### config.mk
export PLATFORM = sky130hd
export DESIGN_NAME = pipe_scheduler_flat
export DESIGN_NICKNAME = d
export VERILOG_FILES = /design/src/rtl/flappy_pkg.sv /design/src/rtl/pipe_scheduler_if.sv /design/src/rtl/lfsr10.sv /design/src/rtl/pipe_scheduler.sv /design/src/flat_wrapper.sv
export SDC_FILE = /design/constraint.sdc
export NUM_CORES = 1
export LEC_CHECK = 0
export CELL_PAD_IN_SITES_DETAIL_PLACEMENT = 1
export CELL_PAD_IN_SITES_GLOBAL_PLACEMENT = 2
export CORE_AREA = 2 2 80 82
export DETAILED_ROUTE_END_ITERATION = 8
export DIE_AREA = 0 0 82 84
export PLACE_DENSITY_LB_ADDON = 0.08
export REMOVE_ABC_BUFFERS = 1
export SYNTH_ARGS = -nofsm -noshare
export SYNTH_HDL_FRONTEND = slang
export SYNTH_SLANG_ARGS = --single-unit
### constraint.sdc
create_clock -name clk -period 5.7 [get_ports clk]
set_clock_uncertainty 0.05 [all_clocks]
set_input_delay 0.57 -clock clk [delete_from_list [all_inputs] [get_ports clk]]
set_output_delay 0.57 -clock clk [all_outputs]
set_load 0.02 [all_outputs]
### src/rtl/flappy_pkg.sv
// Shared types and default parameters for the pipe scheduler slice.
package flappy_pkg;

  // Game FSM encoding; values are visible on the state output.
  typedef enum logic [1:0] {
    ST_IDLE = 2'd0,
    ST_RUN  = 2'd1,
    ST_OVER = 2'd2
  } state_t;

  localparam int         DEF_NUM_PIPES = 3;
  localparam int         DEF_TICK_DIV  = 4;
  localparam int         DEF_SPAWN_GAP = 213;
  localparam logic [9:0] DEF_LFSR_SEED = 10'h2A5;
  localparam int         SCORE_W       = 8;

endpackage

### src/rtl/pipe_scheduler_if.sv
// Player/pipe-slot signal bundle between the scheduler and the game datapath.
interface pipe_scheduler_if import flappy_pkg::*; #(
  parameter int NUM_PIPES = DEF_NUM_PIPES
) ();

  logic                 btn;
  logic                 collision;
  logic [NUM_PIPES-1:0] slot_done;
  logic [NUM_PIPES-1:0] slot_start;
  logic [NUM_PIPES-1:0] slot_reset;
  logic [9:0]           pipe_length;
  logic [SCORE_W-1:0]   score;
  logic                 game_over;
  logic [1:0]           state;

  // Scheduler side.
  modport master (
    input  btn, collision, slot_done,
    output slot_start, slot_reset, pipe_length, score, game_over, state
  );

  // Game / pipe-instance side.
  modport slave (
    output btn, collision, slot_done,
    input  slot_start, slot_reset, pipe_length, score, game_over, state
  );

endinterface

### src/rtl/lfsr10.sv
// 10-bit Fibonacci LFSR, polynomial x^10 + x^7 + 1, maximal length (1023).
module lfsr10 #(
  parameter logic [9:0] SEED = 10'h2A5
) (
  input  logic       clk,
  input  logic       reset,
  output logic [9:0] q
);

  // Free-running shift every clock; a nonzero seed keeps it off the lock-up state.
  always_ff @(posedge clk) begin
    if (reset) q <= SEED;
    else       q <= {q[8:0], q[9] ^ q[6]};
  end

endmodule

### src/rtl/pipe_scheduler.sv
// Game-flow FSM plus pipe-slot allocator: paces movement ticks, spawns pipes
// into the lowest free slot every SPAWN_GAP ticks, and keeps the score.
module pipe_scheduler import flappy_pkg::*; #(
  parameter int         NUM_PIPES = DEF_NUM_PIPES,
  parameter int         TICK_DIV  = DEF_TICK_DIV,
  parameter int         SPAWN_GAP = DEF_SPAWN_GAP,
  parameter logic [9:0] LFSR_SEED = DEF_LFSR_SEED
) (
  input  logic           clk,
  input  logic           reset,
  pipe_scheduler_if.master bus
);

  localparam int TW = (TICK_DIV > 1) ? $clog2(TICK_DIV) : 1;
  localparam int SW = $clog2(SPAWN_GAP + 1);

  state_t               state_q, state_d;
  logic                 btn_q;
  logic                 btn_rise;
  logic                 go_run;
  logic [TW-1:0]        tick_cnt;
  logic                 tick;
  logic [SW-1:0]        spawn_cnt;
  logic                 spawn;
  logic [NUM_PIPES-1:0] active_q;
  logic [NUM_PIPES-1:0] free;
  logic [NUM_PIPES-1:0] spawn_oh;
  logic [NUM_PIPES-1:0] done_v;
  logic [NUM_PIPES-1:0] slot_reset_q;
  logic [SCORE_W-1:0]   score_q;
  logic                 game_over_q;
  logic [9:0]           lfsr_q;

  function automatic logic [SCORE_W-1:0] count_ones(input logic [NUM_PIPES-1:0] v);
    logic [SCORE_W-1:0] n;
    n = '0;
    for (int i = 0; i < NUM_PIPES; i++) n = n + SCORE_W'(v[i]);
    return n;
  endfunction

  function automatic logic [SCORE_W-1:0] sat_add(input logic [SCORE_W-1:0] a,
                                                 input logic [SCORE_W-1:0] b);
    logic [SCORE_W:0] s;
    s = {1'b0, a} + {1'b0, b};
    return s[SCORE_W] ? '1 : s[SCORE_W-1:0];
  endfunction

  assign btn_rise = bus.btn & ~btn_q;
  assign go_run   = (state_q == ST_IDLE) && (state_d == ST_RUN);
  assign tick     = (state_q == ST_RUN) && (tick_cnt == TW'(TICK_DIV - 1));
  // Only pulses that hit a live slot count; stray pulses are dropped.
  assign done_v   = bus.slot_done & active_q;
  // Eligibility uses registered active, so a slot freed this cycle waits a cycle.
  assign free     = ~active_q;
  assign spawn_oh = free & (~free + NUM_PIPES'(1));
  assign spawn    = (state_q == ST_RUN) && (spawn_cnt == SW'(SPAWN_GAP)) && (|free);

  // Next-state logic; collision has priority over a button edge in RUN.
  always_comb begin
    state_d = state_q;
    case (state_q)
      ST_IDLE: if (btn_rise)      state_d = ST_RUN;
      ST_RUN:  if (bus.collision) state_d = ST_OVER;
      ST_OVER: if (btn_rise)      state_d = ST_IDLE;
      default:                    state_d = ST_IDLE;
    endcase
  end

  // FSM state register.
  always_ff @(posedge clk) begin
    if (reset) state_q <= ST_IDLE;
    else       state_q <= state_d;
  end

  // Button history; resets high so a held button does not look like a press.
  always_ff @(posedge clk) begin
    if (reset) btn_q <= 1'b1;
    else       btn_q <= bus.btn;
  end

  // Movement tick divider, parked at zero whenever not staying in RUN.
  always_ff @(posedge clk) begin
    if (reset || state_q != ST_RUN || state_d != ST_RUN) tick_cnt <= '0;
    else if (tick)                                       tick_cnt <= '0;
    else                                                 tick_cnt <= tick_cnt + TW'(1);
  end

  // Spawn gap counter: preset on game start for an immediate first spawn,
  // saturates at the gap so a deferred spawn fires as soon as a slot frees.
  always_ff @(posedge clk) begin
    if (reset) spawn_cnt <= '0;
    else if (go_run) spawn_cnt <= SW'(SPAWN_GAP);
    else if (state_q == ST_RUN) begin
      if (spawn)                                         spawn_cnt <= '0;
      else if (tick && spawn_cnt != SW'(SPAWN_GAP))      spawn_cnt <= spawn_cnt + SW'(1);
    end
  end

  // Slot occupancy, one-cycle slot resets, and held-in-IDLE resets.
  always_ff @(posedge clk) begin
    if (reset) begin
      active_q     <= '0;
      slot_reset_q <= '1;
    end else if (state_d == ST_IDLE) begin
      active_q     <= '0;
      slot_reset_q <= '1;
    end else begin
      active_q     <= (active_q & ~done_v) | (spawn ? spawn_oh : '0);
      slot_reset_q <= done_v;
    end
  end

  // Score and game-over flag.
  always_ff @(posedge clk) begin
    if (reset) begin
      score_q     <= '0;
      game_over_q <= 1'b0;
    end else begin
      if (go_run)                 score_q <= '0;
      else if (state_q == ST_RUN) score_q <= sat_add(score_q, count_ones(done_v));
      game_over_q <= (state_d == ST_OVER);
    end
  end

  lfsr10 #(.SEED(LFSR_SEED)) u_lfsr (
    .clk   (clk),
    .reset (reset),
    .q     (lfsr_q)
  );

  assign bus.slot_start  = {NUM_PIPES{tick}} & active_q;
  assign bus.slot_reset  = slot_reset_q;
  assign bus.pipe_length = lfsr_q;
  assign bus.score       = score_q;
  assign bus.game_over   = game_over_q;
  assign bus.state       = state_q;

endmodule

### src/flat_wrapper.sv
// flat-port wrapper written by rule: the top's interface ports become plain ports
module pipe_scheduler_flat import flappy_pkg::*;
#(
  parameter int         NUM_PIPES = DEF_NUM_PIPES,
  parameter int         TICK_DIV  = DEF_TICK_DIV,
  parameter int         SPAWN_GAP = DEF_SPAWN_GAP,
  parameter logic [9:0] LFSR_SEED = DEF_LFSR_SEED
)
  (clk, reset, bus_btn, bus_collision, bus_slot_done, bus_slot_start, bus_slot_reset, bus_pipe_length, bus_score, bus_game_over, bus_state);
  pipe_scheduler_if #(.NUM_PIPES(NUM_PIPES)) bus_i ();
  input  logic clk;
  input  logic reset;
  input wire logic [$bits(bus_i.btn)-1:0] bus_btn;
  input wire logic [$bits(bus_i.collision)-1:0] bus_collision;
  input wire logic [$bits(bus_i.slot_done)-1:0] bus_slot_done;
  output wire logic [$bits(bus_i.slot_start)-1:0] bus_slot_start;
  output wire logic [$bits(bus_i.slot_reset)-1:0] bus_slot_reset;
  output wire logic [$bits(bus_i.pipe_length)-1:0] bus_pipe_length;
  output wire logic [$bits(bus_i.score)-1:0] bus_score;
  output wire logic [$bits(bus_i.game_over)-1:0] bus_game_over;
  output wire logic [$bits(bus_i.state)-1:0] bus_state;
  assign bus_i.btn = bus_btn;
  assign bus_i.collision = bus_collision;
  assign bus_i.slot_done = bus_slot_done;
  assign bus_slot_start = bus_i.slot_start;
  assign bus_slot_reset = bus_i.slot_reset;
  assign bus_pipe_length = bus_i.pipe_length;
  assign bus_score = bus_i.score;
  assign bus_game_over = bus_i.game_over;
  assign bus_state = bus_i.state;
  pipe_scheduler #(.NUM_PIPES(NUM_PIPES), .TICK_DIV(TICK_DIV), .SPAWN_GAP(SPAWN_GAP), .LFSR_SEED(LFSR_SEED)) u_core (.clk(clk), .reset(reset), .bus(bus_i));
endmodule
==> results.ini <==
[global_routing]
grt_pass1_vias=1623
grt_start_max_net_pins=23
grt_use_total_pct=14.8
grt_overflow=0
antenna_found_initial=0
grt_pass1_wl_um=7920

[cells_and_area]
area.growth.synth_to_final_pct=31.3
drive_above_1_share_pct=11.1
seq_area_um2=761
final_core_util_pct=38.0
fill_cells=704
diodes=0
finalNetCount=242
stdcell_count=302
multi_input_area_um2=958

[timing]
setup_viol=0
max_freq_mhz=325
worst_hold_slack_ns=0.380
relSlewSlack_pct=44.9
tns_ns=0
fin_crit_sh_pct=54.0
hold_viol=0
rsz0062_at_grt=no
tightest_slew_ns=0.823
fin_crit_ns=3.08
drv_slew=0

[logic_synthesis]
yosysTopAreaCell=dfxtp_1
synth_ff_type=dfxtp_1
synth_edf_count=0
async_reset_ff_share_pct=0
syn_avg_cell_area_um2=9.42
netlist_top_cells_area=dfxtp_1 (43%), ha_1 (6.4%), nand2_1 (3.6%), nor2_1 (3.0%), and3_1 (2.8%)
syn_inst=187
yosysTopAreaCellShare_pct=43.2
synth-seq-cells=38
ys_warn_count=0
syn-cell-area_um2=1760
synth.distinct_cells=49
ys_seq_area_share_pct=43.2

[clock_tree]
cts_sinks=38
htreeDepth=2
ctsHoldBuffers=0
cts_root_buf=clkbuf_8
ctsResizeCount=0
cts_setup_buffers=0
cts_tree=yes
cts_buffers=5
clockBufferDepth=2
clock_latency_ns=0.29
clk_pin_slew_worst_paths_ns=0.08

[routing]
wl_per_cell_um=15.4
drt_iter0_drc=22
viasPerCell=5.00
wirelength_um=4650
dr.pass1.iters=4
num_vias=1510
drtAntennaViolNets=0
drc=0

[die]
start_util_pct=28.9
die_w_um=82
fp.dieH_um=84
ioPinCount=34
die_area_um2=6890
core_um2=6100
fp-row-count=29

[critical_path]
cp.arrival_ns=3.20
path_class=input pin to flop
startpoint_type=input pin
r2r_start=u_core.active_q[1]
endpoint_kind=flop
worstPathMaxFanout=5
cp-startpoint=bus_slot_done[1]
worstPathRequired_ns=5.82
worstRegToRegCells=9

[placed_design]
hpwl_um=3530
place_congestion=0.771
port_buffers=33
dp_cells=294

[hold_path]
min_path_cells=1
hold_path_class=flop to flop
hp-start=u_core.tick_cnt[0]

[power_and_ir_drop]
ir_worst_vdd_v=0.000144
cellPowerDensity_nw_per_um2=268
p_leak_nw=0.945

[flow_run]
cap_violations=0

[status]
outcome=finished, final reports clean

-- state kept, by name, summed over array words and instances, names as in the netlist --
register               cells
u_core.u_lfsr.q           10
u_core.bus.score           8
u_core.spawn_cnt           8
u_core.active_q            3
u_core.bus.slot_reset      3
u_core.bus.state           2
u_core.tick_cnt            2
u_core.btn_q               1
u_core.bus.game_over       1
-- cell type report --
type                            count  area share [%]
Clock inverter                      3            2.97
Clock buffer                        5            2.97
Sequential cell                    38            32.9
Inverter                            8            1.30
Multi-Input combinational cell    138            41.4
Timing Repair Buffer               33            14.3
Tap cell                           77            4.16
-- cells by family (layout without fill, tap and decap cells) --
family | count (synthesis) | count (layout) | share of synthesized area, %
AO/OA/AOI/OAI | 32 | 32 | 13.1
XOR/XNOR | 3 | 3 | 1.49
adder cells (fa/ha/maj) | 11 | 11 | 8.66
buffers and inverters | 11 | 49 | 2.41
flip-flops | 38 | 38 | 43.2
multiplexers | 2 | 2 | 1.21
AND/OR/NAND/NOR | 90 | 90 | 29.9
-- synthesized netlist by cell type, types with 4 or more instances --
master and n:
a21oi_1 7, a31oi_1 4, nor2_1 14, nor3_1 5, nand2_1 17, nand2b_1 4, inv_1 8, nand4_1 5
or2_2 5, and3_1 8, ha_1 9, nor2b_1 8, and2_1 4, dfxtp_1 38
-- metrics by stage --
step / area, um2 / setup slack, ns / power [mW]
5_1_grt: 2310 / 2.47 / 0.644
3_3_place_gp: 2180 / 2.36 / 0.344
3_5_place_dp: 2180 / 2.29 / 0.345
2_1_floorplan: 1750 / 2.98 / 0.317
4_1_cts: 2310 / 2.62 / 0.628
6_report: 2310 / 2.62 / 0.619
-- per-layer routing --
metal / part of all wire (%) / GRT usage (%) / vias up
met5: 0 / 0 / -
met4: 1.5 / 3.94 / 0
met3: 3.7 / 4.33 / 6
met2: 51 / 24.9 / 27
met1: 43 / 18.2 / 731
li1: - / - / 746
-- critical path: stages --
cell	delay, ns
clkdlybuf4s50_1	0.45
nand2_1	0.13
fa_1	0.56
inv_1	0.04
ha_1	0.20
fa_1	0.40
a21oi_1	0.35
or3b_4	0.23
and4_4	0.22
nor3_2	0.04
-- layout by cell type, fill, tap and decap left out, types with 2 or more instances in the layout --
| cell | netlist | routed |
|---|---|---|
| or2_2 | 5 | 5 |
| fa_1 | 2 | 2 |
| and2_1 | 4 | 4 |
| xor2_1 | 2 | 2 |
| nor3_1 | 5 | 5 |
| and3_1 | 8 | 8 |
| nand2_1 | 17 | 17 |
| clkbuf_8 | 0 | 5 |
| clkdlybuf4s50_1 | 0 | 33 |
| a31oi_1 | 4 | 4 |
| o2111ai_1 | 2 | 2 |
| dfxtp_1 | 38 | 38 |
| a211oi_1 | 3 | 3 |
| nor2_1 | 14 | 14 |
| a311oi_1 | 2 | 2 |
| bufinv_16 | 0 | 2 |
| nand2b_1 | 4 | 4 |
| nand4_1 | 5 | 5 |
| nand3_1 | 2 | 2 |
| a21oi_1 | 7 | 7 |
| o21ai_0 | 3 | 3 |
| and4_1 | 3 | 3 |
| nor3_2 | 3 | 3 |
| a21o_1 | 2 | 2 |
| inv_1 | 8 | 8 |
| ha_1 | 9 | 9 |
| nor2b_1 | 8 | 8 |
| nor4_1 | 2 | 2 |
-- report_power, final --
group	switching (mW)	internal (mW)	total (mW)
Clock	0.105	0.175	0.281
Combinational	0.0273	0.0266	0.0539
Sequential	0.00861	0.276	0.284
-- final timing paths --
| path | to | slack (ns) |
|---|---|---|
| worst max-delay path | u_core.bus.score[5] | 2.62 |
| worst min-delay path | u_core.tick_cnt[0] | 0.38 |
| worst max register to register | u_core.bus.score[5] | 2.88 |
| worst min register to register | u_core.tick_cnt[0] | 0.38 |
No activity file was read; power rests on OpenSTA's default activity.
